File: src/rtl/pe2row_pkg.sv
// Shared types and constants for the PE-to-row-buffer transmit link.
// Holds default geometry, the lane word type, error bit indices and ceil().
package pe2row_pkg;

   localparam int PKG_DATA_WIDTH = 8;
   localparam int PKG_LAST_WH    = 2;
   localparam int PKG_LAST_IW    = 7;
   localparam int PKG_FIFO_DEPTH = 16;

   typedef logic [PKG_LAST_IW-1:0][PKG_DATA_WIDTH-1:0] lane_word_t;

   localparam int ERR_POP_EMPTY    = 0;
   localparam int ERR_PUSH_BLOCKED = 1;

   // Integer ceiling division, same rounding as HOUT/HINT/LAST_N_UP.
   function automatic int ceil(input int x, input int y);
      return (x + y - 1) / y;
   endfunction

endpackage

File: src/rtl/pe2row_lane_fifo.sv
// One synchronous first-word-fall-through lane FIFO with a registered head.
// Ports: clk, rst, push_i, pop_i, din_i, head_o (0 when empty), count_o.
module pe2row_lane_fifo
   import pe2row_pkg::*;
#(
   parameter int WIDTH     = PKG_LAST_IW * PKG_DATA_WIDTH,
   parameter int DEPTH     = PKG_FIFO_DEPTH,
   parameter int CNT_WIDTH = $clog2(PKG_FIFO_DEPTH) + 1
) (
   input  logic                 clk,
   input  logic                 rst,
   input  logic                 push_i,
   input  logic                 pop_i,
   input  logic [WIDTH-1:0]     din_i,
   output logic [WIDTH-1:0]     head_o,
   output logic [CNT_WIDTH-1:0] count_o
);

   localparam int PTR_W = $clog2(DEPTH);

   logic [WIDTH-1:0]     mem_q [DEPTH];
   logic [PTR_W-1:0]     wr_ptr_q, wr_ptr_d;
   logic [PTR_W-1:0]     rd_ptr_q, rd_ptr_d;
   logic [CNT_WIDTH-1:0] count_q, count_d;
   logic [WIDTH-1:0]     head_q, head_d;
   logic                 pop;

   always_comb begin
      pop      = pop_i & (count_q != '0);
      wr_ptr_d = wr_ptr_q + PTR_W'(push_i);
      rd_ptr_d = rd_ptr_q + PTR_W'(pop);
      count_d  = count_q + CNT_WIDTH'(push_i) - CNT_WIDTH'(pop);
      // The next head may be the word being written this very cycle.
      head_d   = '0;
      if (count_d != '0) begin
         if (push_i && (rd_ptr_d == wr_ptr_q)) begin
            head_d = din_i;
         end else begin
            head_d = mem_q[rd_ptr_d];
         end
      end
   end

   always_ff @(posedge clk) begin
      if (push_i) begin
         mem_q[wr_ptr_q] <= din_i;
      end
   end

   always_ff @(posedge clk) begin
      if (rst) begin
         wr_ptr_q <= '0;
         rd_ptr_q <= '0;
         count_q  <= '0;
         head_q   <= '0;
      end else begin
         wr_ptr_q <= wr_ptr_d;
         rd_ptr_q <= rd_ptr_d;
         count_q  <= count_d;
         head_q   <= head_d;
      end
   end

   assign head_o  = head_q;
   assign count_o = count_q;

endmodule

File: src/rtl/pe2row_fifo_array.sv
// Transmit end of the PE-to-row-buffer link: LAST_Wh parallel FWFT lanes.
// Ports: PE push side (pe_out_*), row-buffer side (pe2row_*, dataout, rden),
// per-lane occupancy lane_count and sticky error flags err_sticky.
module pe2row_fifo_array
   import pe2row_pkg::*;
#(
   parameter int DATA_WIDTH = PKG_DATA_WIDTH,
   parameter int LAST_Wh    = PKG_LAST_WH,
   parameter int LAST_Iw    = PKG_LAST_IW,
   parameter int FIFO_DEPTH = PKG_FIFO_DEPTH,
   parameter int CNT_WIDTH  = $clog2(FIFO_DEPTH) + 1
) (
   input  logic clk,
   input  logic rst,
   input  logic pe_out_valid,
   input  logic [LAST_Wh-1:0][LAST_Iw-1:0][DATA_WIDTH-1:0] pe_out_data,
   output logic pe_out_ready,
   input  logic pe2row_ready,
   output logic pe2row_data_valid,
   output logic [LAST_Wh-1:0][LAST_Iw-1:0][DATA_WIDTH-1:0] fifo_array1_dataout,
   input  logic [LAST_Wh-1:0] pe2row_fifo_array1_rden,
   output logic [LAST_Wh-1:0][CNT_WIDTH-1:0] lane_count,
   output logic [1:0] err_sticky
);

   localparam int WORD_W = LAST_Iw * DATA_WIDTH;

   logic [LAST_Wh-1:0] not_full;
   logic [LAST_Wh-1:0] not_empty;
   logic               push;
   logic [1:0]         err_q, err_d;

   always_comb begin
      not_full  = '0;
      not_empty = '0;
      for (int w = 0; w < LAST_Wh; w++) begin
         not_full[w]  = lane_count[w] < CNT_WIDTH'(FIFO_DEPTH);
         not_empty[w] = lane_count[w] != '0;
      end
   end

   // Ready comes from registered counts only, so a pop from a full lane
   // frees space for a push one cycle later.
   assign pe_out_ready      = ~rst & (&not_full);
   assign push              = pe_out_valid & pe_out_ready;
   assign pe2row_data_valid = pe2row_ready & (&not_empty);

   always_comb begin
      err_d = err_q;
      if (|(pe2row_fifo_array1_rden & ~not_empty)) begin
         err_d[ERR_POP_EMPTY] = 1'b1;
      end
      if (pe_out_valid & ~pe_out_ready) begin
         err_d[ERR_PUSH_BLOCKED] = 1'b1;
      end
   end

   always_ff @(posedge clk) begin
      if (rst) begin
         err_q <= '0;
      end else begin
         err_q <= err_d;
      end
   end

   assign err_sticky = err_q;

   for (genvar w = 0; w < LAST_Wh; w++) begin : g_lane
      pe2row_lane_fifo #(
         .WIDTH     (WORD_W),
         .DEPTH     (FIFO_DEPTH),
         .CNT_WIDTH (CNT_WIDTH)
      ) u_fifo (
         .clk     (clk),
         .rst     (rst),
         .push_i  (push),
         .pop_i   (pe2row_fifo_array1_rden[w]),
         .din_i   (pe_out_data[w]),
         .head_o  (fifo_array1_dataout[w]),
         .count_o (lane_count[w])
      );
   end

endmodule

File: config.mk
export PLATFORM = sky130hd
export DESIGN_NAME = pe2row_fifo_array
export DESIGN_NICKNAME = d
export VERILOG_FILES = /design/src/rtl/pe2row_pkg.sv /design/src/rtl/pe2row_lane_fifo.sv /design/src/rtl/pe2row_fifo_array.sv
export SDC_FILE = /design/constraint.sdc
export NUM_CORES = 2
export LEC_CHECK = 0
export ABC_AREA = 1
export CORE_MARGIN = 1.5
export CORE_UTILIZATION = 49
export CTS_BUF_LIST = sky130_fd_sc_hd__clkbuf_2
export DETAILED_ROUTE_END_ITERATION = 6
export PLACE_DENSITY = 0.67
export RECOVER_POWER = 100
export SKIP_LAST_GASP = 1
export SYNTH_ARGS = -nofsm -noshare
export SYNTH_HDL_FRONTEND = slang
export SYNTH_HIERARCHICAL = 1
export SYNTH_SLANG_ARGS = --single-unit
File: constraint.sdc
create_clock -name clk -period 8.45 [get_ports clk]
set_input_delay 1.69 -clock clk [delete_from_list [all_inputs] [get_ports clk]]
set_output_delay 1.69 -clock clk [all_outputs]
set_load 0.02 [all_outputs]
Yosys cells after proc, flatten, opt, wreduce, memory -nomap -nowiden --
Memory sizes are Yosys's and may differ from the RTL's. A register that Yosys moved wholly into a read port is not among the register bits. Cells that the tools add are included.
Cells by class: $add $sub $neg 8, order comparisons 2, bitwise operators 12, multiplexer cells 2, reduce and logical (&&, ||, !) cells 9
Operator list (number):
- 5-bit nonzero test | 4
- 4-bit by 1-bit adder with 4-bit output | 4
- 5-bit by 1-bit adder with 5-bit output | 2
- 5-bit < comparator, second input constant | 2
- 5-bit by 1-bit subtractor with 5-bit output | 2
- 1-bit AND | 6
- 2-bit OR reduction | 3
- 1-bit NOT | 4
- 2-bit AND reduction | 2
- 2-bit AND | 1
- 1-bit 2-to-1 mux | 2
- 2-bit NOT | 1
Word-level totals: bits in registers 28, bits in writable memories 1792, output and inout bits 126, memories kept 2
Memory list:
- g_lane[0].u_fifo.mem_q | depth 16, width 56, read ports 1, clocked after Yosys merged registers in 1, wr ports 1, RTL line pe2row_lane_fifo.sv:21 | logic [WIDTH-1:0] mem_q [DEPTH];
- g_lane[1].u_fifo.mem_q | depth 16, width 56, read ports 1, clocked after Yosys merged registers in 1, wr ports 1, RTL line pe2row_lane_fifo.sv:21

Logic depth before layout (Yosys ltp) --
depth in word-level cells 9, mapped depth 25

By module --
The synthesis kept the hierarchy.
By module, submodules not included:
- pe2row_lane_fifo (g_lane[0].u_fifo) | instances 1, area each 41765.1 µm², seq. area each 28287.1 µm², cells each 4030
- pe2row_lane_fifo (g_lane[1].u_fifo) | instances 1, area each 41750.0 µm², seq. area each 28287.1 µm², cells each 4028
- pe2row_fifo_array | instances 1, area each 142.6 µm², seq. area each 40.0 µm², cells each 24

Worst setup path before layout --
No wires, ideal clock.
path type input to register, start point in rst, end point mem g_lane[0].u_fifo/mem_q[0][0] in the netlist's numbering (enable), stages 5, data arrival time 4.983 ns, buffers on the path 0, slack 2.996 ns, path through inv_1 > nand3_1 > nor2_1 > nand3_1 > nor2_1
Between the ends: cells in the longest elaborated chain, start to end 5
Ends and longest elaborated chain:
- from (decl) | RTL line pe2row_fifo_array.sv:14 | input logic rst,
- 1-bit NOT | RTL line pe2row_fifo_array.sv:44 | assign pe_out_ready = ~rst & (&not_full);
- 1-bit AND | RTL line pe2row_fifo_array.sv:44
- 1-bit AND | RTL line pe2row_fifo_array.sv:45 | assign push = pe_out_valid & pe_out_ready;
- named net push | RTL line pe2row_fifo_array.sv:30 | logic push;
- 1-bit 2-to-1 mux | RTL line pe2row_lane_fifo.sv:45 | if (push_i) begin
- 1-bit 2-to-1 mux (implied by the code) | RTL line pe2row_lane_fifo.sv:46 | mem_q[wr_ptr_q] <= din_i;
- to (decl) | RTL line pe2row_lane_fifo.sv:21
The timed path passes the listed nets, and every way through them passes these cells.

Final worst setup path --
start point in rst, end point mem g_lane[0].u_fifo/mem_q[1][27] in the netlist's numbering (enable)
The elaborated chain is that of the path after synthesis.

==> results.json <==
{
  "crit_fanout": 31,
  "seq_area_frac_synth_pct": 67.7,
  "fin_nets": 8519,
  "multiInputGateArea_um2": 20400,
  "cts_sinks": 1932,
  "setup_tns_ns": 0,
  "ys.warnings.count": 6,
  "drt_pass1_iterations": 6,
  "cts.clk_slew.worst_paths_ns": 0.09,
  "crit_chain": "dlygate4sd3_1 -> clkbuf_1 -> inv_1 -> nand3_1 -> nor2_1 -> clkbuf_1 -> nand3_1 -> nor2_4 -> clkbuf_1",
  "die_h_um": 416,
  "yosys.cell_types.count": 28,
  "fmax_mhz": 149,
  "required_ns": 9.62,
  "drtIter0Drc": 6355,
  "postCtsSetupBuffers": 0,
  "slowest_stage": "clkbuf_1",
  "slowest_delay_ns": 2.23,
  "routedWlPerCell_um": 20.7,
  "min_path_type": "reg -> reg",
  "coreArea_um2": 169000,
  "critPathLaunchType": "primary input",
  "path_buf_inv": 5,
  "worstMarginPinSlew_ns": 3.35,
  "start_util_pct": 49.4,
  "synth_cells": 8082,
  "grt_start_max_net_pins": 202,
  "root_buffer": "clkbuf_2",
  "clockBufferDepth": 4,
  "cts_tree": "done",
  "num_rows": 151,
  "outcome": "complete, but fails checks",
  "vias_per_cell": 5.42,
  "area.growth.synth_to_final_pct": 9.57,
  "violations": "max-capacitance violations, max-slew violations",
  "rrSetupSlack_ns": 2.07,
  "ios": 244,
  "clk_latency_ns": 1.88,
  "powerDensity_nw_per_um2": 274,
  "globalplace.congestion": 0.774,
  "worst_ir_drop_vdd_uv": 260,
  "ys_ff_latch": 1932,
  "syn-cell-area_um2": 83700,
  "register_area_um2": 56600,
  "grt_pass1_wl_mm": 344,
  "finalMaxSlewViolations": 1460,
  "cpMostUsedCell": "clkbuf_1",
  "end_kind": "flop",
  "drc": 0,
  "fin_crit_sh_pct": 79.7,
  "hold_violations": 0,
  "crit_arrival_ns": 7.90,
  "critPathTopFamily": "buffers and inverters",
  "setup_viol": 0,
  "antenna_found_initial": 37,
  "htreeDepth": 5,
  "synth_fp_nets": 8218,
  "num-fill-cells": 14900,
  "grt_remaining_overflow": 0,
  "relSlewSlack_pct": -123,
  "cts_buffers": 483,
  "postCtsHoldBufs": 0,
  "drt.antenna.violating_nets": 0,
  "finalPower_w": 0.0251,
  "clock_skew_ns": 0.278,
  "vias": 59700,
  "wl_mm": 228,
  "rsz0062_at_grt": "no",
  "grtUsageTotal_pct": 25.9,
  "power.leakage_nw": 39.3,
  "syn_avg_cell_area_um2": 10.4,
  "drive_above_1_share_pct": 10.1,
  "die_x_um": 416,
  "grt_pass1_vias": 58100,
  "place_hpwl_mm": 110,
  "critPathKind": "in -> reg",
  "period_needed_ns": 6.73,
  "die_area_um2": 173000,
  "cts_resized": 0,
  "drv_cap": 50,
  "port_buffers": 243
}
==> power by group <==
| group | internal, W | leakage, nW | switching [W] |
|---|---|---|---|
| Combinational | 0.00244 | 18.6 | 0.00557 |
| Clock | 0.00239 | 3.40 | 0.00372 |
| Sequential | 0.0108 | 17.3 | 0.000243 |
| Total | 0.0156 | 39.3 | 0.00953 |
==> stage by stage <==
step / worst slack, ns / hold WS [ns] / util [%] / cells / area, um2
floorplan: 3.00 / 0.528 / - / 8082 / 83700
global placement: 2.37 / 0.459 / 51.7 / 10100 / 87600
detailed placement: 2.25 / 0.470 / 51.7 / 10100 / 87600
CTS: 3.21 / 0.319 / 54.2 / 11000 / 91900
global route: 1.59 / 0.429 / 54.1 / 11000 / 91600
finish: 1.72 / 0.481 / 54.1 / 11000 / 91700
==> routing by layer <==
| metal | track usage, % | vias to the layer above | wire length (um) |
|---|---|---|---|
| met5 | 0 | - | 77 |
| li1 | - | 27900 | - |
| met4 | 11.2 | 12 | 8360 |
| met2 | 44.1 | 2817 | 112000 |
| met1 | 32.3 | 28400 | 88000 |
| met3 | 4.84 | 526 | 19300 |
==> worst min-delay path, cell delays in order (launching register included) <==
cell     delay [ns]
dfxtp_1        0.33
a21oi_1        0.04
nor2_1         0.08
==> final timing paths <==
path | from | to | cells after the start
min | err_sticky[1] | err_sticky[1] | 2
max reg2reg | g_lane[0].u_fifo/count_o[3] | g_lane[0].u_fifo/head_o[28] | 18
max | rst | g_lane[0].u_fifo/mem_q[1][27] | 9
min reg2reg | err_sticky[1] | err_sticky[1] | 2
==> kinds of logic (layout without fill, tap and decap cells) <==
family	after synthesis	in the layout	share of synthesized area (%)
fa+ha+maj	18	18	0.287
xor+xnor	10	10	0.114
buf+inv	1693	2390	8.23
flops	1932	1932	67.7
simple gates	4411	4411	23.6
other cells	0	22	0
compound gates	18	18	0.124
==> cell usage after synthesis <==
| master | count | area [um2] |
|---|---|---|
| nand4_1 | 2 | 12.5 |
| inv_2 | 7 | 26.3 |
| o211ai_1 | 2 | 15.0 |
| nand2_1 | 2055 | 7710 |
| a21oi_1 | 7 | 35.0 |
| a31oi_1 | 3 | 18.8 |
| nor2_4 | 1 | 11.3 |
| buf_1 | 44 | 165 |
| nor2_1 | 79 | 297 |
| xnor2_2 | 1 | 16.3 |
| o21ai_0 | 4 | 20.0 |
| o21bai_1 | 2 | 15.0 |
| nor2_2 | 3 | 18.8 |
| nand2_2 | 6 | 37.5 |
| edfxtp_1 | 1792 | 53800 |
| nand3b_1 | 113 | 848 |
| buf_6 | 12 | 135 |
| xnor2_1 | 9 | 78.8 |
| buf_2 | 303 | 1520 |
| fa_1 | 2 | 40.0 |
| nand2_4 | 2 | 22.5 |
| buf_4 | 15 | 113 |
| ha_1 | 16 | 200 |
| nand3_1 | 2150 | 10800 |
| inv_1 | 1169 | 4390 |
| dfxtp_1 | 140 | 2800 |
| clkbuf_1 | 142 | 533 |
| inv_4 | 1 | 6.26 |
==> flip-flops by register name (all words and copies together) (netlist names) <==
| register | count |
|---|---|
| g_lane.u_fifo/mem_q | 1792 |
| g_lane.u_fifo/head_o | 112 |
| g_lane.u_fifo/count_o | 10 |
| g_lane.u_fifo/rd_ptr_q | 8 |
| g_lane.u_fifo/wr_ptr_q | 8 |
| err_sticky | 2 |
==> final cells by class <==
cell class                 count  area share (%)
clock inverter               126           0.566
multi-input combinational   4457            22.2
tap                         2218            3.03
timing repair buffer         332            3.39
sequential                  1932            61.8
clock buffer                 755            4.12
inverter                    1177            4.84
antenna                       22          0.0601
==> cell usage in the layout (no fill, tap or decap), types with 72 or more instances in the layout <==
cell,n
nand3_1,2149
edfxtp_1,1792
clkinv_1,103
nand3b_1,113
dfxtp_1,140
nor2_1,72
dlygate4sd3_1,239
clkbuf_2,767
inv_1,1169
nand2_1,2050
(Power assumes the default switching activity.)
